**src/rtl/ternary_acc_pkg.sv**
```systemverilog
// Shared types and widths for the ternary burst-reduction scheduler.
package ternary_acc_pkg;

   typedef enum logic [1:0] {ST_IDLE, ST_ACC, ST_OUT} tacc_state_t;

   localparam int TACC_W      = 8;
   localparam int TACC_PERF_W = 16;

endpackage

```
**src/rtl/ternary_adder_noincr.sv**
```systemverilog
// Three-operand adder with carry-in; modulo-2^TACC_W result, no carry-out.
module ternary_adder_noincr
   import ternary_acc_pkg::*;
(
   input  logic [TACC_W-1:0] i_x,
   input  logic [TACC_W-1:0] i_y,
   input  logic [TACC_W-1:0] i_z,
   input  logic              i_cin,
   output logic [TACC_W-1:0] o_sum
);

   assign o_sum = i_x + i_y + i_z + TACC_W'(i_cin);

endmodule

```
**src/rtl/ternary_acc_sched.sv**
```systemverilog
// Reduces a burst of operand pairs to one modulo-256 sum through a shared ternary adder.
// Optional perf counters (perf_bursts, perf_trunc) are enabled by TERNARY_ACC_PERF_EN.
module ternary_acc_sched
   import ternary_acc_pkg::*;
#(
   parameter int MAX_BEATS = 16
)(
   input  logic                           clk,
   input  logic                           reset,
   input  logic                           in_valid,
   output logic                           in_ready,
   input  logic [TACC_W-1:0]              in_a,
   input  logic [TACC_W-1:0]              in_b,
   input  logic                           in_b_en,
   input  logic                           in_cin,
   input  logic                           in_last,
   output logic                           out_valid,
   input  logic                           out_ready,
   output logic [TACC_W-1:0]              out_sum,
   output logic                           out_err,
   output logic [$clog2(MAX_BEATS+1)-1:0] out_beats
`ifdef TERNARY_ACC_PERF_EN
   ,
   output logic [TACC_PERF_W-1:0]         perf_bursts,
   output logic [TACC_PERF_W-1:0]         perf_trunc
`endif
);

   localparam int CNT_W = $clog2(MAX_BEATS + 1);

   tacc_state_t        r_state;
   tacc_state_t        w_state_nx;
   logic [TACC_W-1:0]  r_acc;
   logic [TACC_W-1:0]  w_sum;
   logic [TACC_W-1:0]  w_z;
   logic [CNT_W-1:0]   r_cnt;
   logic [CNT_W-1:0]   w_cnt_inc;
   logic               w_accept;
   logic               w_close;
   logic               w_cin;
   logic               w_out_hs;

   assign w_accept  = in_valid && in_ready;
   assign w_out_hs  = out_valid && out_ready;
   assign w_z       = in_b_en ? in_b : '0;
   // Carry-in only on the opening beat, so callers can fold in a single +1.
   assign w_cin     = (r_state == ST_IDLE) && in_cin;
   assign w_cnt_inc = r_cnt + CNT_W'(1);

   ternary_adder_noincr u_adder (
      .i_x   (r_acc),
      .i_y   (in_a),
      .i_z   (w_z),
      .i_cin (w_cin),
      .o_sum (w_sum)
   );

   always_ff @(posedge clk or posedge reset) begin
      if (reset) r_state <= ST_IDLE;
      else       r_state <= w_state_nx;
   end

   always_comb begin
      w_state_nx = r_state;
      w_close    = 1'b0;
      case (r_state)
         ST_IDLE, ST_ACC: begin
            if (w_accept) begin
               w_close    = in_last || (w_cnt_inc == CNT_W'(MAX_BEATS));
               w_state_nx = w_close ? ST_OUT : ST_ACC;
            end
         end
         ST_OUT: begin
            if (w_out_hs) w_state_nx = ST_IDLE;
         end
         default: w_state_nx = ST_IDLE;
      endcase
   end

   // Handshake flags are registered from next state so in_ready stays low during reset.
   always_ff @(posedge clk or posedge reset) begin
      if (reset) begin
         r_acc     <= '0;
         r_cnt     <= '0;
         in_ready  <= 1'b0;
         out_valid <= 1'b0;
         out_sum   <= '0;
         out_err   <= 1'b0;
         out_beats <= '0;
      end else begin
         in_ready  <= (w_state_nx != ST_OUT);
         out_valid <= (w_state_nx == ST_OUT);
         if (w_accept) begin
            if (w_close) begin
               r_acc     <= '0;
               r_cnt     <= '0;
               out_sum   <= w_sum;
               out_err   <= !in_last;
               out_beats <= w_cnt_inc;
            end else begin
               r_acc <= w_sum;
               r_cnt <= w_cnt_inc;
            end
         end
         if (w_out_hs) out_err <= 1'b0;
      end
   end

`ifdef TERNARY_ACC_PERF_EN
   always_ff @(posedge clk or posedge reset) begin
      if (reset) begin
         perf_bursts <= '0;
         perf_trunc  <= '0;
      end else if (w_out_hs) begin
         perf_bursts <= perf_bursts + TACC_PERF_W'(1);
         if (out_err) perf_trunc <= perf_trunc + TACC_PERF_W'(1);
      end
   end
`endif

endmodule

```
**config.mk**
```make
export PLATFORM = sky130hd
export DESIGN_NAME = ternary_acc_sched
export DESIGN_NICKNAME = d
export VERILOG_FILES = /design/src/rtl/ternary_acc_pkg.sv /design/src/rtl/ternary_adder_noincr.sv /design/src/rtl/ternary_acc_sched.sv
export SDC_FILE = /design/constraint.sdc
export NUM_CORES = 1
export LEC_CHECK = 0
export BUFFER_PORTS_ARGS = -buffer_cell sky130_fd_sc_hd__buf_4
export CORE_MARGIN = 2
export CORE_UTILIZATION = 58
export CTS_CLUSTER_SIZE = 40
export DETAILED_ROUTE_END_ITERATION = 8
export MAX_ROUTING_LAYER = met4
export PLACE_DENSITY = 0.81
export SLEW_MARGIN = 0
export SYNTH_ARGS = -nofsm -noshare
export SYNTH_HDL_FRONTEND = slang
export SYNTH_SLANG_ARGS = --single-unit
```
**constraint.sdc**
```tcl
create_clock -name clk -period 3.7 [get_ports clk]
set_clock_uncertainty 0.05 [all_clocks]
set_input_delay 0.37 -clock clk [delete_from_list [all_inputs] [get_ports clk]]
set_output_delay 0.37 -clock clk [all_outputs]
set_load 0.01 [all_outputs]
```
; Yosys cells after proc, flatten, opt, wreduce, memory -nomap -nowiden
; Index checks and enable logic that the tools add are counted.
; W data, S select, Z words.
[totals]
regBits = 31
input_bits = 23
out_inout_bits = 16
[classes]
addsub = 4
eq_ne = 5
muxes = 12
reduce_logical = 11
[ops]
columns = operator, count
row1 = $add A8 B8 Y8, 2
row2 = $mux W8, 2
row3 = $add A8 B1 Y8, 1
row4 = $mux W2, 3
row5 = $add A5 B1 Y5 const B, 1
row6 = $eq A5 B5 Y1 const B, 1
row7 = $mux W1, 5
row8 = $mux W5, 1
row9 = $eq A2 B2 Y1 const B, 2
row10 = $pmux W2 S2, 1
row11 = $reduce_and A2 Y1, 2
row12 = $reduce_bool A2 Y1, 2
row13 = $logic_and A1 B1 Y1, 3
row14 = $eq A2 B1 Y1 const B, 1
row15 = $logic_not A2 Y1, 1
row16 = $ne A2 B2 Y1 const B, 1
row17 = $reduce_or A2 Y1, 1
row18 = $logic_not A1 Y1, 1
row19 = $logic_or A1 B1 Y1, 1

; Depth between registers and ports, before layout
; Gate-level depths: netlist of run 1.
[depth]
depth_word = 8
mapped_depth = 10

; Hierarchy
; Synthesis of run 1 repeated with hierarchy kept, for this count alone.
[hier_totals]
cells_unflattened = 183
area_unflattened_um2 = 1959.4
[modules_own_cells]
columns = mod, instances, cells_per_inst, area_per_inst_um2, seq_area_each_um2
row1 = ternary_acc_sched, 1, 135, 1500.2, 775.7
row2 = ternary_adder_noincr, 1, 48, 459.2, 0.0

; Worst setup path before layout of run 1
; No wires, ideal clock.
[synth_timing]
path_type = input-to-reg
startpoint = in in_b[0]
endpoint = reg out_sum[6]
setup_ns = 0.104
arrival_time_ns = 2.313
required_time_ns = 3.546
setup_slack_ns = 1.233
path_stages = 10
cell_sequence = and2_1 fa_1 ha_1 inv_1 fa_1 nor2b_1 o31a_1 o21a_1 o21a_1 o41ai_2
[synth_via]
elab_chain_len = 3
[synth_rtl]
columns = element, line_no
row1 = "start, declared", ternary_acc_sched.sv:13  ; input logic [TACC_W-1:0] in_b,
row2 = $mux W8, ternary_acc_sched.sv:45  ; assign w_z = in_b_en ? in_b : '0;
row3 = $add A8 B8 Y8, ternary_adder_noincr.sv:12  ; assign o_sum = i_x + i_y + i_z + TACC_W'(i_cin);
row4 = $add A8 B1 Y8, ternary_adder_noincr.sv:12
row5 = "end signal, assigned", ternary_acc_sched.sv:97  ; out_sum <= w_sum;
row6 = "end, declared", ternary_acc_sched.sv:19  ; output logic [TACC_W-1:0] out_sum,
; No other way between the ends.
; A chain may end at the register's enable or synchronous reset.

; Final worst setup path of run 1
[layout_timing]
startpoint = reg r_acc[0]
endpoint = reg r_acc[4]
[layout_via]
elab_chain_len = 4
[layout_rtl]
columns = element, line_no
row1 = "start, declared", ternary_acc_sched.sv:33  ; logic [TACC_W-1:0] r_acc;
row2 = "start signal, assigned", ternary_acc_sched.sv:101  ; r_acc <= w_sum;
row3 = $add A8 B8 Y8 (2 in a row), ternary_adder_noincr.sv:12
row4 = $add A8 B1 Y8, ternary_adder_noincr.sv:12
row5 = $mux W8, ternary_acc_sched.sv:94  ; if (w_close) begin
; No other way between the ends.

==> results.json, run 1 <==
{
  "grt_pass1_vias": 1440,
  "drive_above_1_share_pct": 26.48,
  "reg2reg_to": "r_acc[4]",
  "antenna_cells": 0,
  "synth_commonest_cells": "31 x dfrtp_1, 23 x nand2_1, 19 x o21ai_0, 12 x o31ai_1, 10 x inv_1",
  "netlist_instances": 180,
  "relSlewSlack_pct": 39.87,
  "synth_cell_types": 35,
  "synth_most_common_cell": "dfrtp_1",
  "finalHoldViolCount": 0,
  "ant_nets": 0,
  "fill_cells": 236,
  "period_share_pct": 70.49,
  "clk-insertion-delay-late_ps": 340,
  "wirelength_um": 3956,
  "yosys.area.top_type": "dfrtp_1",
  "viasPerCell": 5.658,
  "grt.overflow.total": 0,
  "synth.area.mux_share_pct": 3.590,
  "place_hpwl_um": 2983,
  "power_density_nw_per_um2": 801.2,
  "synth_compound_area_share_pct": 19.41,
  "nets": 257,
  "numCtsBuffers": 5,
  "rsz0062_at_grt": "no",
  "ys_warn_count": 0,
  "setup_tns_ps": 0,
  "drt_first_iter_violations": 32,
  "synth.area.top_cells": "dfrtp_1 41%, fa_1 8.5%, ha_1 5.3%",
  "vdd_ir_drop_max_mv": 0.4391,
  "syn2layout_area_growth_pct": 18.88,
  "finalNonFillerCells": 263,
  "cts-root-buf": "clkbuf_4",
  "post_drt_wl_per_cell_um": 15.04,
  "setup_viol_count_final": 0,
  "cts.repair.resized": 0,
  "initial_core_util_pct": 61.14,
  "setup_slack_ps": 1092,
  "cts_sinks": 31,
  "postCtsSetupRepairBufs": 0,
  "cp.arrival_ps": 2820,
  "critPathRequiredTime_ps": 3920,
  "p_leak_nw": 1.022,
  "gr-usage-all-layers_pct": 25.28,
  "reg2reg_from": "r_acc[0]",
  "syn_area_sq_um": 1882,
  "crit_path_end_kind": "register",
  "cts_tree": "done",
  "fmax_ghz": 0.3834,
  "cap_violations": 0,
  "portBuffers": 38,
  "grt_start_max_net_pins": 25,
  "worstHoldPathType": "in -> async",
  "num_vias": 1488,
  "synth_top_family_by_area": "compound AO/OA/AOI/OAI gates",
  "yosysTopAreaCellShare_pct": 41.22,
  "slew_violations": 0,
  "synth-seq-area-share_pct": 41.22,
  "layout_min_cycle_time_ps": 2608,
  "synthFlopType": "dfrtp_1",
  "drc": 0,
  "p_total_mw": 1.792,
  "dieWidth_um": 60.96,
  "worstSetupPathType": "reg -> reg",
  "synthSimpleGateAreaFrac_pct": 12.03,
  "synthAdderAreaFrac_pct": 13.83,
  "die_h_um": 60.96,
  "cts.hold.buffers_added": 0,
  "rrSetupSlack_ps": 1090,
  "die_area_sq_um": 3716,
  "async_reset_ff_share_pct": 100.0,
  "io_pins": 39,
  "grt_pass1_wl_um": 6499,
  "dp_cells": 255,
  "antenna_found_initial": 0,
  "synth_xor_area_share_pct": 4.654,
  "reg2regPathDepth": 9,
  "critPathMaxFanout": 3,
  "setup.worst_path.start_class": "register",
  "synth-edff-count": 0,
  "rows": 20,
  "ys_seq_elements": 31,
  "cts.htree.levels": 2,
  "hold_ws_ps": 170.8,
  "synth.net_count": 219,
  "status": "finished, final reports clean",
  "worstMarginPinSlew_ps": 901.0,
  "clockBufferDepth": 2,
  "post-place-ws_ps": 867.6,
  "first_pass_iters": 4,
  "place_congestion": 0.8215,
  "core_sq_um": 3078,
  "syn_area_per_cell_sq_um": 10.45,
  "path_clk_slew_ps": 100
}
## worst max-delay path, stage by stage, from the launching register on
cell     delay [ps]
dfrtp_1         410
fa_1            520
ha_1            220
inv_1            80
fa_1            410
nor2b_1         200
o21ai_0         150
a21oi_1         280
nand2_1          80
o21ai_0         140
## power breakdown
part / internal (mW) / total [mW] / switching, mW
logic: 0.441 / 0.949 / 0.507
registers: 0.491 / 0.615 / 0.123
clock network: 0.112 / 0.229 / 0.117
total: 1.04 / 1.79 / 0.748
## how the worst max path moves through the flow
stage | from | to | slack, ps | cells after the start
global placement | in_b_en | out_sum[6] | 1050 | 11
global route | r_acc[0] | out_sum[6] | 990 | 9
detailed placement | in_b_en | out_sum[6] | 870 | 11
CTS | r_acc[0] | out_sum[6] | 1110 | 9
floorplan | in_b[0] | out_sum[6] | 1230 | 10
finish | r_acc[0] | r_acc[4] | 1090 | 9
## metal layers
metal,wire length [um],global-route usage (%),share of wire [%],up-vias
li1,-,-,-,705
met1,1768,31.16,45,733
met2,1926,40.71,49,44
met3,216,7.249,5.5,6
met4,44,7.143,1.1,0
met5,0,-,0,-
## cell usage in the layout (no fill, tap or decap), types with 2 or more instances in the layout
cell      count
a21oi_1       4
a31o_2        2
a31oi_1       2
and2_1        8
buf_4        39
clkbuf_4      5
clkbuf_8      2
dfrtp_1      31
fa_1          8
ha_1          8
inv_1        10
mux2_2        6
nand2_1      23
nand2b_1      3
nand3_1       4
nor3_1        3
o211ai_1      3
o21a_1        3
o21ai_0      19
o31ai_1      12
xnor2_1       6
xor2_1        4
## sequential cells by signal, summed over array words and instances, names as in the netlist
register / count
in_ready: 1
r_state: 2
out_beats: 5
out_valid: 1
out_sum: 8
r_acc: 8
r_cnt: 5
out_err: 1
## logic make-up (layout without fill, tap and decap cells)
family / count (synthesis) / after routing
xor+xnor: 10 / 10
fa+ha+maj: 16 / 16
compound gates: 53 / 53
mux: 6 / 6
buf+inv: 18 / 57
simple gates: 46 / 46
flops: 31 / 31
## per-stage QoR
stage | area [sq um] | utilization (%)
2_1_floorplan | 1882 | -
6_report | 2237 | 72.68
3_5_place_dp | 2168 | 70.45
4_1_cts | 2237 | 72.68
5_1_grt | 2237 | 72.68
3_3_place_gp | 2168 | 70.45
## area by class of cell
type	instances	area [sq um]	area share, %
inverter	10	37.54	1.678
clock buffer	8	68.82	3.076
sequential	31	775.7	34.68
multi-input combinational	131	1007	45.02
tap	44	55.05	2.461
timing repair buffer	39	292.8	13.09
(Power assumes the default switching activity.)
==> inputs of run 2 (changes only) <==
--- a/config.mk
+++ b/config.mk
@@ -5,13 +5,14 @@
 export SDC_FILE = /design/constraint.sdc
 export NUM_CORES = 1
 export LEC_CHECK = 0
+export ABC_AREA = 1
 export BUFFER_PORTS_ARGS = -buffer_cell sky130_fd_sc_hd__buf_4
 export CORE_MARGIN = 2
-export CORE_UTILIZATION = 58
+export CORE_UTILIZATION = 49
 export CTS_CLUSTER_SIZE = 40
 export DETAILED_ROUTE_END_ITERATION = 8
 export MAX_ROUTING_LAYER = met4
-export PLACE_DENSITY = 0.81
+export PLACE_DENSITY = 0.72
 export SLEW_MARGIN = 0
 export SYNTH_ARGS = -nofsm -noshare
 export SYNTH_HDL_FRONTEND = slang
==> constraint.sdc (replaced) <==
create_clock -name clk -period 2.1 [get_ports clk]
set_clock_uncertainty 0.05 [all_clocks]
set_input_delay 0.21 -clock clk [delete_from_list [all_inputs] [get_ports clk]]
set_output_delay 0.21 -clock clk [all_outputs]
set_load 0.01 [all_outputs]
==> run 2 against run 1 <==
Against the previous run:
- utilization shrank 3.4 points
- register-to-register slack lost 1100 ps
- global-route usage shrank 3.7 points
- combinational power grew 140%
- clock-buffer cell count shrank 2
- non-clock buffer count grew 19
==> results.json, run 2 <==
{
  "path_clk_slew_ps": 60,
  "drive_above_1_share_pct": 32.25,
  "reg2reg_to": "out_sum[3]",
  "synth_commonest_cells": "100 x nand2_1, 36 x inv_1, 31 x dfrtp_1, 22 x nand3_1",
  "rrSetupSlack_ps": 20,
  "cp_common_cell": "nand2_1",
  "slew_violations": 0,
  "grt_pass1_vias": 1557,
  "crit_chain": "fa_1 > ha_1 > nand3_1 > nand3b_1 > buf_4 > xor2_2 > nand2_1 > nand2_1",
  "gr-usage-all-layers_pct": 21.57,
  "top_regs": "out_sum (8), r_acc (8)",
  "drt_first_iter_violations": 122,
  "min_to": "out_err",
  "drc": 0,
  "vdd_ir_drop_max_mv": 0.7746,
  "ant_nets": 0,
  "setup_tns_ps": 0,
  "status": "finished, final reports clean",
  "worstMarginPinSlew_ps": 390.3,
  "numCtsBuffers": 5,
  "holdPathStages": 4,
  "combPwrFrac_pct": 60.7,
  "critPathRequiredTime_ps": 2220,
  "syn_area_sq_um": 1956,
  "ys_seq_elements": 31,
  "reg2reg_from": "r_acc[1]",
  "worstSetupPathType": "reg -> reg",
  "num_vias": 1735,
  "path_delay_family": "adder cells",
  "grt_start_max_net_pins": 32,
  "fmax_ghz": 0.4812,
  "antenna_cells": 0,
  "cts_sinks": 31,
  "antenna_found_initial": 0,
  "pwr-share-seq_pct": 28.0,
  "synth.net_count": 288,
  "layout_min_cycle_time_ps": 2078,
  "fill_cells": 339,
  "period_share_pct": 98.96,
  "synth.area.top_cells": "dfrtp_1 40%, nand2_1 19%, fa_1 8.2%",
  "synth.area.mux_share_pct": 0,
  "setup_viol_count_final": 0,
  "worstSetupPathDepth": 8,
  "rsz0062_at_grt": "yes",
  "reg2regPathDepth": 8,
  "yosys.area.top_type": "dfrtp_1",
  "clk-insertion-delay-late_ps": 280,
  "final_cell_mix": "91 x nand2_1, 57 x buf_4, 32 x inv_1, 31 x dfrtp_1, 22 x nand3_1",
  "relSlewSlack_pct": 73.98,
  "cp.buffers_inverters": 1,
  "synthAdderAreaFrac_pct": 13.31,
  "critPathMaxFanout": 3,
  "synth-edff-count": 0,
  "grt_pass1_wl_um": 6955,
  "post_drt_wl_per_cell_um": 11.67,
  "synth_xor_area_share_pct": 2.239,
  "core_sq_um": 3744,
  "io_pins": 39,
  "crit_slowest_cell": "fa_1",
  "p_total_mw": 3.778,
  "nets": 347,
  "synth_most_common_cell": "nand2_1",
  "first_pass_iters": 4,
  "final_common_cell": "nand2_1",
  "hp-start": "out_ready",
  "place_congestion": 0.8516,
  "cp.arrival_ps": 2200,
  "netlist_instances": 249,
  "cts_tree": "done",
  "wirelength_um": 4142,
  "portBuffers": 38,
  "clockBufferDepth": 2,
  "power.share.clock_pct": 11.3,
  "initial_core_util_pct": 52.24,
  "switchingPower_mw": 1.602,
  "die_area_sq_um": 4512,
  "async_reset_ff_share_pct": 100.0,
  "die_h_um": 67.18,
  "yosysTopAreaCellShare_pct": 39.67,
  "intPower_mw": 2.176,
  "crit_path_end_kind": "register",
  "cts-root-buf": "clkbuf_8",
  "p_leak_nw": 1.463,
  "synth-seq-area-share_pct": 39.67,
  "synthFlopType": "dfrtp_1",
  "dieWidth_um": 67.18,
  "grt.overflow.total": 0,
  "syn_area_per_cell_sq_um": 7.854,
  "synth_cell_types": 23,
  "setup.worst_path.start_class": "register",
  "power_density_nw_per_um2": 1457,
  "synth_compound_area_share_pct": 4.031,
  "slowest_delay_ps": 480,
  "syn2layout_area_growth_pct": 32.57,
  "worstHoldPathType": "in -> reg",
  "viasPerCell": 4.887,
  "switching_share_pct": 42.42,
  "synthSimpleGateAreaFrac_pct": 31.03,
  "finalHoldViolCount": 0,
  "cap_violations": 0,
  "ys_warn_count": 0,
  "place_hpwl_um": 2967,
  "synth_top_family_by_area": "simple AND/OR/NAND/NOR gates",
  "cts.htree.levels": 2,
  "rows": 22
}
-- run 2: cell types whose count changed after synthesis, sizes merged, moves of 6 or more --
cell	delta
nand2	+80
o21ai	-14
and2	-8
mux2	-6
o31ai	-12
inv	+27
nand4	+6
nand3	+20
-- run 2: cells by family (layout without fill, tap and decap cells) --
family                   Yosys count  count (layout)
flip-flops                        31              31
adder cells (fa/ha/maj)           16              16
XOR/XNOR                           5               5
AND/OR/NAND/NOR                  141             141
buffers and inverters             44             102
AO/OA/AOI/OAI                     12              12
-- run 2: area by class of cell --
type / count / area [sq um] / share of cell area [%]
multi-input cells: 174 / 1104 / 42.57
flip-flops and latches: 31 / 775.7 / 29.92
well taps: 48 / 60.06 / 2.317
inverters: 38 / 142.6 / 5.502
repair buffers: 58 / 437.9 / 16.89
clock buffers: 6 / 72.57 / 2.799
-- run 2: worst max-delay path by stage --
stage / start / to
3_3_place_gp: in_b_en / r_acc[5]
6_report: r_acc[1] / out_sum[3]
4_1_cts: r_acc[0] / r_acc[4]
5_1_grt: r_acc[0] / r_acc[6]
2_1_floorplan: in_b_en / r_acc[4]
3_5_place_dp: in_b_en / r_acc[6]
-- run 2: layer usage --
| layer | global-route usage [%] | vias to the layer above | share of wire, % |
|---|---|---|---|
| met1 | 28.13 | 794 | 44 |
| met2 | 33.04 | 50 | 47 |
| met5 | - | - | 0 |
| li1 | - | 882 | - |
| met3 | 5.000 | 9 | 7.2 |
| met4 | 7.653 | 0 | 1.6 |
-- run 2: worst min-delay path, stage by stage --
cell and delay (ps):
buf_4 80, nand2_1 60, nand2_1 90, a21oi_2 30
-- run 2: power groups by stage --
| stage | sequential, mW | clock, mW | combinational [mW] |
|---|---|---|---|
| 6_report | 1.06 | 0.426 | 2.29 |
| 5_1_grt | 1.10 | 0.463 | 2.58 |
| 4_1_cts | 1.06 | 0.429 | 1.97 |
| 3_5_place_dp | 1.06 | 0 | 1.95 |
| 3_3_place_gp | 1.06 | 0 | 1.91 |
| 2_1_floorplan | 1.10 | 0 | 1.22 |
-- run 2: timing repair --
item	in CTS	in global routing
hold endpoints to repair	31	0
hold buffers	1	0
endpoints found under the setup margin	8	10
buffers inserted	0	3
gates resized for setup	2	22
pin swaps	5	12
-- run 2: per-stage QoR --
stage,setup WS [ps],cells,utilization (%),instance area (sq um),hold slack (ps)
floorplan,1.014,249,-,1963,263.5
global placement,-32.71,345,63.54,2379,265.6
detailed placement,-83.63,345,63.54,2379,268.4
CTS,13.19,352,65.74,2461,179.3
global route,-76.85,355,69.25,2592,198.9
finish,21.79,355,69.25,2592,173.1
==> inputs of run 3 (changes only) <==
--- a/config.mk
+++ b/config.mk
@@ -7,6 +7,7 @@
 export LEC_CHECK = 0
 export ABC_AREA = 1
 export BUFFER_PORTS_ARGS = -buffer_cell sky130_fd_sc_hd__buf_4
+export CORE_ASPECT_RATIO = 1.5
 export CORE_MARGIN = 2
 export CORE_UTILIZATION = 49
 export CTS_CLUSTER_SIZE = 40
==> constraint.sdc (replaced) <==
create_clock -name clk -period 2.1 [get_ports clk]
set_clock_uncertainty 0.05 [all_clocks]
set_input_delay 0.105 -clock clk [delete_from_list [all_inputs] [get_ports clk]]
set_output_delay 0.105 -clock clk [all_outputs]
set_load 0.01 [all_outputs]
==> run 3 against run 2 <==
Against the previous run:
- the run now ends with negative setup slack left
- setup slack lost 82 ps
- cell count fell by 2.0%
- sequential power is essentially flat
- die area up 0.23%
- final area shrank 2.3%
- flip-flop and latch count unchanged
- utilization down 4.1 points
==> results.json, run 3 (synthesis gave the netlist of run 2 again) <==
{
  "power_density_nw_per_um2": 1475,
  "crit_chain": "fa_1 > ha_2 > buf_4 > buf_4 > nand3_1 > nand3b_1 > xor2_1 > nand3_1 > nand2_1",
  "post_drt_wl_per_cell_um": 12.00,
  "die_area_sq_um": 4523,
  "slowest_delay_ps": 450,
  "vdd_ir_drop_max_mv": 1.055,
  "final_cell_mix": "96 x nand2_1, 51 x buf_4, 33 x inv_1, 31 x dfrtp_1, 20 x nand3_1",
  "slew_violations": 0,
  "post-place-ws_ps": -29.16,
  "place_hpwl_um": 3144,
  "placed_area_sq_um": 2320,
  "relSlewSlack_pct": 73.35,
  "cp.arrival_ps": 2330,
  "worstMarginPinSlew_ps": 399.8,
  "holdPathStages": 4,
  "reg2regPathDepth": 9,
  "dieWidth_um": 55.58,
  "first_pass_iters": 4,
  "drt_first_iter_violations": 45,
  "grt_pass1_vias": 1601,
  "drc": 0,
  "period_share_pct": 102.8,
  "io_pins": 39,
  "core_sq_um": 3889,
  "rrSetupSlack_ps": -60,
  "setup_slack_ps": -59.72,
  "final_common_cell": "nand2_1",
  "crit_slowest_cell": "fa_1",
  "die_h_um": 81.38,
  "path_delay_family": "adder cells",
  "cts_sinks": 31,
  "cap_violations": 0,
  "critPathMaxFanout": 3,
  "p_leak_nw": 1.453,
  "wirelength_um": 4175,
  "ant_nets": 0,
  "design_area_sq_um": 2532,
  "cts.htree.levels": 2,
  "setup_viol_count_final": 6,
  "worstSetupPathType": "reg -> reg",
  "layout_min_cycle_time_ps": 2160,
  "reg2reg_to": "r_acc[3]",
  "clk-insertion-delay-late_ps": 280,
  "syn2layout_area_growth_pct": 29.49,
  "violations": "negative setup slack",
  "grt_pass1_wl_um": 7031,
  "setup_tns_ps": -173.5,
  "gr-usage-all-layers_pct": 20.91,
  "drive_above_1_share_pct": 28.05,
  "rsz0062_at_grt": "yes",
  "antenna_found_initial": 0,
  "hp-start": "out_ready",
  "finalHoldViolCount": 0,
  "clockBufferDepth": 2,
  "numCtsBuffers": 5,
  "cts_tree": "done",
  "rows": 28,
  "status": "finished with violations",
  "viasPerCell": 4.882,
  "place_congestion": 0.8730,
  "crit_path_end_kind": "register",
  "portBuffers": 38,
  "fill_cells": 338,
  "cp.buffers_inverters": 2,
  "antenna_cells": 0,
  "grt.overflow.total": 0,
  "reg2reg_from": "r_acc[0]",
  "min_to": "out_err",
  "fmax_ghz": 0.4630,
  "setup.worst_path.start_class": "register",
  "worstHoldPathType": "in -> reg",
  "nets": 341,
  "p_total_mw": 3.735,
  "critPathRequiredTime_ps": 2270,
  "cts-root-buf": "clkbuf_8",
  "grt_start_max_net_pins": 32,
  "path_clk_slew_ps": 70,
  "num_vias": 1699,
  "top_regs": "out_sum (8), r_acc (8)",
  "initial_core_util_pct": 50.29
}
==> run 3: changes by cell type in the layout (fill, tap and decap cells not counted), moves of 2 or more <==
cell     before  now
buf_4        57   51
ha_1          3    5
ha_4          4    2
nand2_1      91   96
nand2_2      12    7
nand3_1      22   20
nand3_2       1    3
xor2_1        1    3
xor2_2        2    0
==> run 3: how the worst max path moves through the flow <==
stage	startpoint	end	slack [ps]	cells after the start
after floorplan	r_acc[0]	r_acc[4]	30	10
after global placement	r_acc[0]	r_acc[4]	20	10
after detailed placement	r_acc[0]	r_acc[4]	-30	10
after CTS	r_acc[0]	r_acc[4]	-3	10
after global routing	r_acc[0]	r_acc[7]	-190	11
final	r_acc[0]	r_acc[3]	-60	9
==> run 3: repair_timing <==
action                                 in CTS  in global routing
buffers inserted                            2                  2
hold buffers                                1                  0
setup endpoints to repair                   5                 11
resized for setup                           5                 11
endpoints found under the hold margin      31                  0
gates cloned                                0                  0
pin swaps                                   1                  6
==> run 3: where the power goes <==
group | internal [mW] | switching [mW]
Combinational | 0.927 | 1.12
Sequential | 0.865 | 0.207
Clock | 0.384 | 0.229
==> run 3: routing by layer <==
| metal | vias to the layer above | GRT usage [%] | share of wire [%] |
|---|---|---|---|
| met2 | 38 | 37.02 | 55 |
| met5 | - | - | 0 |
| met3 | 9 | 3.344 | 3.4 |
| li1 | 871 | - | - |
| met4 | 0 | 9.756 | 2.3 |
| met1 | 781 | 23.03 | 40 |
==> run 3: per-stage QoR <==
step | util, % | std cells | hold WS (ps)
floorplan | - | 249 | 158.5
finish | 65.12 | 348 | 53.26
global placement | 59.65 | 335 | 167.4
global route | 65.12 | 348 | 81.37
detailed placement | 59.65 | 335 | 170.0
CTS | 63.51 | 346 | 51.90
==> run 3: area by class of cell <==
type                       count  area, sq um  area share (%)
inverter                      38        142.6           5.632
multi-input combinational    174         1047           41.35
clock inverter                 2        35.03           1.383
tap                           45        56.30           2.223
sequential                    31        775.7           30.63
clock buffer                   6        82.58           3.261
timing repair buffer          52        392.9           15.51
==> run 3: worst min-delay path, stage by stage <==
cell and delay [ps]:
buf_4 80, nand2_1 50, nand2_1 80, a21oi_2 30
